### src/rtl/fetch_pkg.sv
// ----------------------------------------------------------------------------
// fetch_pkg
// Shared definitions for the instruction fetch unit:
//   fetch_state_e        - fetch FSM state encoding
//   NOP_INSTR            - RV32I canonical NOP (addi x0, x0, 0), the value
//                          presented to decode while nothing has been fetched
//   DEFAULT_RESET_VECTOR - default PC loaded on reset
// Build option: FETCH_MISALIGN_TRAP_EN adds the sticky FAULT state.
// ----------------------------------------------------------------------------
package fetch_pkg;

`ifdef FETCH_MISALIGN_TRAP_EN
  typedef enum logic [2:0] {
    ST_REQ,
    ST_WAIT,
    ST_HOLD,
    ST_STALL,
    ST_FAULT
  } fetch_state_e;
`else
  typedef enum logic [1:0] {
    ST_REQ,
    ST_WAIT,
    ST_HOLD,
    ST_STALL
  } fetch_state_e;
`endif

  localparam logic [31:0] NOP_INSTR            = 32'h0000_0013;
  localparam logic [31:0] DEFAULT_RESET_VECTOR = 32'h0000_0000;

endpackage : fetch_pkg

### src/rtl/instruction_fetch_unit.sv
// ----------------------------------------------------------------------------
// instruction_fetch_unit
// Fetches one instruction at a time: request at pc, wait for the response,
// hold the word for decode until accepted, then stall until the branch stage
// supplies the next pc. One request outstanding at most; every output comes
// straight from a flop.
//
// Parameters:
//   RESET_VECTOR   - PC loaded on reset
// Ports:
//   clk, rst_n     - clock, asynchronous active-low reset
//   next_pc        - next PC from the branch control stage
//   pc_update      - one-cycle strobe: load next_pc (honoured only in STALL)
//   imem_req_valid - fetch request (out), imem_req_ready - accepted (in)
//   imem_addr      - fetch address (out)
//   imem_rsp_valid - read data valid (in), imem_rsp_data - instruction word
//   instr_valid    - instr/instr_pc valid for decode (out)
//   instr_ready    - decode accepts the instruction (in)
//   instr, instr_pc- fetched word and its PC (out)
//   fetch_fault    - sticky misaligned-PC flag (only with the macro below)
//
// Build option: `define FETCH_MISALIGN_TRAP_EN to trap a misaligned next_pc
// into a FAULT state left only by reset; otherwise next_pc is word-aligned
// by clearing its two low bits.
// ----------------------------------------------------------------------------
module instruction_fetch_unit
  import fetch_pkg::*;
#(
  parameter logic [31:0] RESET_VECTOR = DEFAULT_RESET_VECTOR
) (
  input  logic        clk,
  input  logic        rst_n,
  input  logic [31:0] next_pc,
  input  logic        pc_update,
  output logic        imem_req_valid,
  input  logic        imem_req_ready,
  output logic [31:0] imem_addr,
  input  logic        imem_rsp_valid,
  input  logic [31:0] imem_rsp_data,
  output logic        instr_valid,
  input  logic        instr_ready,
  output logic [31:0] instr,
  output logic [31:0] instr_pc
`ifdef FETCH_MISALIGN_TRAP_EN
  ,
  output logic        fetch_fault
`endif
);

  fetch_state_e state;
  logic [31:0]  pc;
  logic [31:0]  aligned_pc;

  // Masking (rather than slicing) keeps every next_pc bit in use in both builds.
  assign aligned_pc = next_pc & ~32'h0000_0003;

  // The pc register is the fetch address, so imem_addr is registered and
  // cannot move while a request waits for ready.
  assign imem_addr = pc;

  // NOTE: sequential state uses non-blocking assignments so every flop samples
  // the pre-edge values; blocking here would create order-dependent races.
  always_ff @(posedge clk or negedge rst_n) begin
    if (!rst_n) begin
      state          <= ST_REQ;
      pc             <= RESET_VECTOR;
      imem_req_valid <= 1'b0;
      instr_valid    <= 1'b0;
      instr          <= NOP_INSTR;
      instr_pc       <= RESET_VECTOR;
`ifdef FETCH_MISALIGN_TRAP_EN
      fetch_fault    <= 1'b0;
`endif
    end else begin
      case (state)
        // Request is raised one cycle after entry from reset; the handshake
        // uses the registered valid so ready alone never counts as a transfer.
        ST_REQ: begin
          if (imem_req_valid && imem_req_ready) begin
            imem_req_valid <= 1'b0;
            state          <= ST_WAIT;
          end else begin
            imem_req_valid <= 1'b1;
          end
        end

        ST_WAIT: begin
          if (imem_rsp_valid) begin
            instr       <= imem_rsp_data;
            instr_pc    <= pc;
            instr_valid <= 1'b1;
            state       <= ST_HOLD;
          end
        end

        // pc_update is deliberately not looked at here, even alongside the
        // decode handshake.
        ST_HOLD: begin
          if (instr_ready) begin
            instr_valid <= 1'b0;
            state       <= ST_STALL;
          end
        end

        ST_STALL: begin
          if (pc_update) begin
`ifdef FETCH_MISALIGN_TRAP_EN
            if (next_pc[1:0] != 2'b00) begin
              fetch_fault <= 1'b1;
              state       <= ST_FAULT;
            end else begin
              pc             <= aligned_pc;
              imem_req_valid <= 1'b1;
              state          <= ST_REQ;
            end
`else
            pc             <= aligned_pc;
            imem_req_valid <= 1'b1;
            state          <= ST_REQ;
`endif
          end
        end

`ifdef FETCH_MISALIGN_TRAP_EN
        // Sticky: no requests, nothing to decode, only reset leaves.
        ST_FAULT: begin
          imem_req_valid <= 1'b0;
          instr_valid    <= 1'b0;
        end
`endif

        default: state <= ST_REQ;
      endcase
    end
  end

endmodule : instruction_fetch_unit
### config.mk
export PLATFORM = sky130hd
export DESIGN_NAME = instruction_fetch_unit
export DESIGN_NICKNAME = d
export VERILOG_FILES = /design/src/rtl/fetch_pkg.sv /design/src/rtl/instruction_fetch_unit.sv
export SDC_FILE = /design/constraint.sdc
export NUM_CORES = 1
export LEC_CHECK = 0
export ABC_AREA = 0
export CAP_MARGIN = 20
export CORE_MARGIN = 2
export CORE_UTILIZATION = 46
export CTS_CLUSTER_DIAMETER = 80
export DETAILED_ROUTE_END_ITERATION = 10
export PLACE_DENSITY = 0.95
export SYNTH_ARGS = -nofsm -noshare
export SYNTH_HDL_FRONTEND = slang
export SYNTH_SLANG_ARGS = --single-unit
### constraint.sdc
create_clock -name clk -period 2.69 [get_ports clk]
set_clock_uncertainty 0.1 [all_clocks]
set_input_delay 0.807 -clock clk [delete_from_list [all_inputs] [get_ports clk]]
set_output_delay 0.807 -clock clk [all_outputs]
set_load 0.005 [all_outputs]
==> metrics <==
outcome=finished clean; DIE WIDTH=approximately 97 um; DIE HEIGHT=between 90 and 100 um; Skew-Pair Late Insertion Delay=0.34 ns; final std cells w/o fill=513; sw frac=28.1%; vias=2500; overall power=6.90 mW; final period utilization=85.2%; Worst setup SP type=flip-flop; vias in the first global route=2699; crit end category=primary output; Post-route DRC=0; maximum fanout along the worst path=2; first-pass GRT wire length=roughly 14000 um; post-route cell area=5900 um^2; relative slew slack=approximately three fifths; highest ir drop seen on vdd=approximately 0.57 mV; post-route ant nets=0; maximum clock path buffer count=2; Setup-failing EPs final=0; power share of the sequential group=a little under 40%; Finished Core Util=a little under 70%; Final min period=2.29 ns; top post-synthesis cells by area=dfrtp_1, mux2_4, mux2_2; Iteration-0 DRC Markers=24; Vias/cell=4.87; P_int=4.96 mW; worst path bufs/invs=1; Hold WC Path Type=primary input to async pin; hold_ws=about 0.34 ns; Buffers on Ports=around 160; Slew Viols, Final=0; clock share of power=12.4%; antenna cells=0; CP max-delay cell=dfstp_2; largest net degree at the start of global routing=48; GRT Residual Overflow=0; Synth area leader=dfrtp_1; crit-path cells=clkdlybuf4s50_1; share of cells above drive strength 1=29.9%; # rows=34; R2R depth=5; Worst Path Required=1.78 ns; register area=2410 um^2; FF-to-FF setup slack=a little under 0.9 ns; Yosys cell types=24; RSZ-0062 raised after global routing=no; clk sinks=between 90 and 100; depth of the CTS H-tree=3; footprint of the multi-input gates=1480 um^2; Fill cells=564; CTS Buf Count=9; final wirelength=8570 um; synth warn=0; number of antenna violations at the first check in global routing=0; NumNets Final=475; area grow syn2layout=47.7%; pre-CTS setup slack=0.284 ns; gr usage total=between 10% and 20%; Gate power share=48.7%; CTS tree=yes; Final Wtd Congestion=0.876; register bit total from synthesis=96; Leak=2.72 nW; Pre-antenna DRT Iters=4; placed cell area=between 5000 and 6000 um^2; Mapped Area=4000 um^2; I/O pin cnt=168; actual transition at the worst max-transition pin=0.599 ns; post-cts gate resize count=0; Setup Fix Bufs, Post-CTS=0; Cell Pwr Density=~1200 nW/um^2; CTS clk-pin slew, worst paths=0.10 ns; Seq/Total Area, Yosys=60.2%; Max Cap Viol=0; kind of critical path=flip-flop to primary output; post-detail-place hpwl=approximately 6300 um; Worst EP arrival=between 1 and 1.5 ns; initial core utilization=46.7%; Setup TNS Final=0 ns; fmax=437 MHz; final setup margin=approximately 0.40 ns; share of the synthesized area in the top cell type=58.2%; Post-CTS Hold Fix Bufs=0; delay-heaviest family, CP=flip-flops; DIE AREA=9450 um^2; placed insts=497; Final Hold Fails=0; stages on the worst setup path=1; CTS root buf=clkbuf_8; average cell area after synthesis=roughly 17 um^2; DR WL/cell=between 15 and 20 um; Sw Pwr=1.94 mW; core area=8550 um^2; cells after synthesis=between 200 and 250; max incr delay on CP=0.54 ns
[Yosys cell counts, drive strengths merged]
cell and number:
nor2b 5, nand3 1, mux2 93, or2 1
ha 5, inv 4, dfstp 3, o22ai 1
a221oi 1, nor4 1, nor2 1, buf 13
a21boi 1, nor3 2, a21oi 2, conb 1
a2bb2oi 1, nand2 3, dfrtp 93
[flip-flops by register name (all words and copies together) (netlist names)]
name            flops
instr              32
instr_pc           30
instr_valid         1
state               2
imem_addr          30
imem_req_valid      1
[logic make-up (layout without fill, tap and decap cells)]
family | Yosys count | count (layout) | synth area share (%)
other cells | 1 | 4 | 0.0938
flops | 96 | 96 | 60.2
compound gates | 6 | 6 | 1.03
buf+inv | 17 | 187 | 3.19
simple gates | 14 | 14 | 2.07
fa+ha+maj | 5 | 5 | 1.57
mux | 93 | 93 | 31.8
[cell usage in the layout (no fill, tap or decap), types with 2 or more instances in the layout]
master / Yosys / final
mux2_4: 60 / 60
a21oi_1: 2 / 2
conb_1: 1 / 4
dfstp_2: 3 / 3
inv_1: 4 / 4
mux2_2: 32 / 32
clkdlybuf4s50_1: 0 / 160
inv_6: 0 / 4
nor3_1: 2 / 2
dfrtp_1: 93 / 93
buf_12: 0 / 3
nor2b_1: 5 / 5
clkbuf_8: 0 / 9
clkinv_2: 0 / 2
buf_4: 4 / 4
nand2_1: 2 / 2
ha_1: 5 / 5
[area by class of cell]
cell class	count	area share, %
Multi-Input combinational cell	122	25.1
Sequential cell	96	40.8
Clock inverter	7	0.890
Clock buffer	9	2.10
Tap cell	108	2.29
Timing Repair Buffer	167	28.7
Inverter	4	0.254
[worst paths after layout]
path                          start            end
max                        instr[4]       instr[4]
min                           rst_n      instr[31]
min in group clk           instr[2]       instr[2]
max in group asynchronous     rst_n  imem_addr[21]
min reg2reg                instr[2]       instr[2]
max reg2reg                state[1]      instr[30]
[power by group through the flow]
stage               Combinational, mW  Clock, mW  Sequential, mW
floorplan                        1.52          0            2.71
global placement                 3.30          0            2.65
detailed placement               3.40          0            2.70
CTS                              3.41      0.885            2.69
global route                     3.58      0.954            2.79
finish                           3.36      0.855            2.68
[per-layer routing]
layer	vias to the layer above	track usage, %	wire [um]
met5	-	0	0
met4	0	5.85	118
met3	12	6.04	667
met2	111	31.2	4370
met1	1241	22.6	3410
li1	1136	-	-
[worst reg2reg max path, stage by stage (launching register included)]
cell     delay, ns
dfrtp_1       0.42
inv_1         0.09
ha_1          0.25
nand2_4       0.23
buf_12        0.28
mux2_4        0.34
No activity file was read; power rests on OpenSTA's default activity.
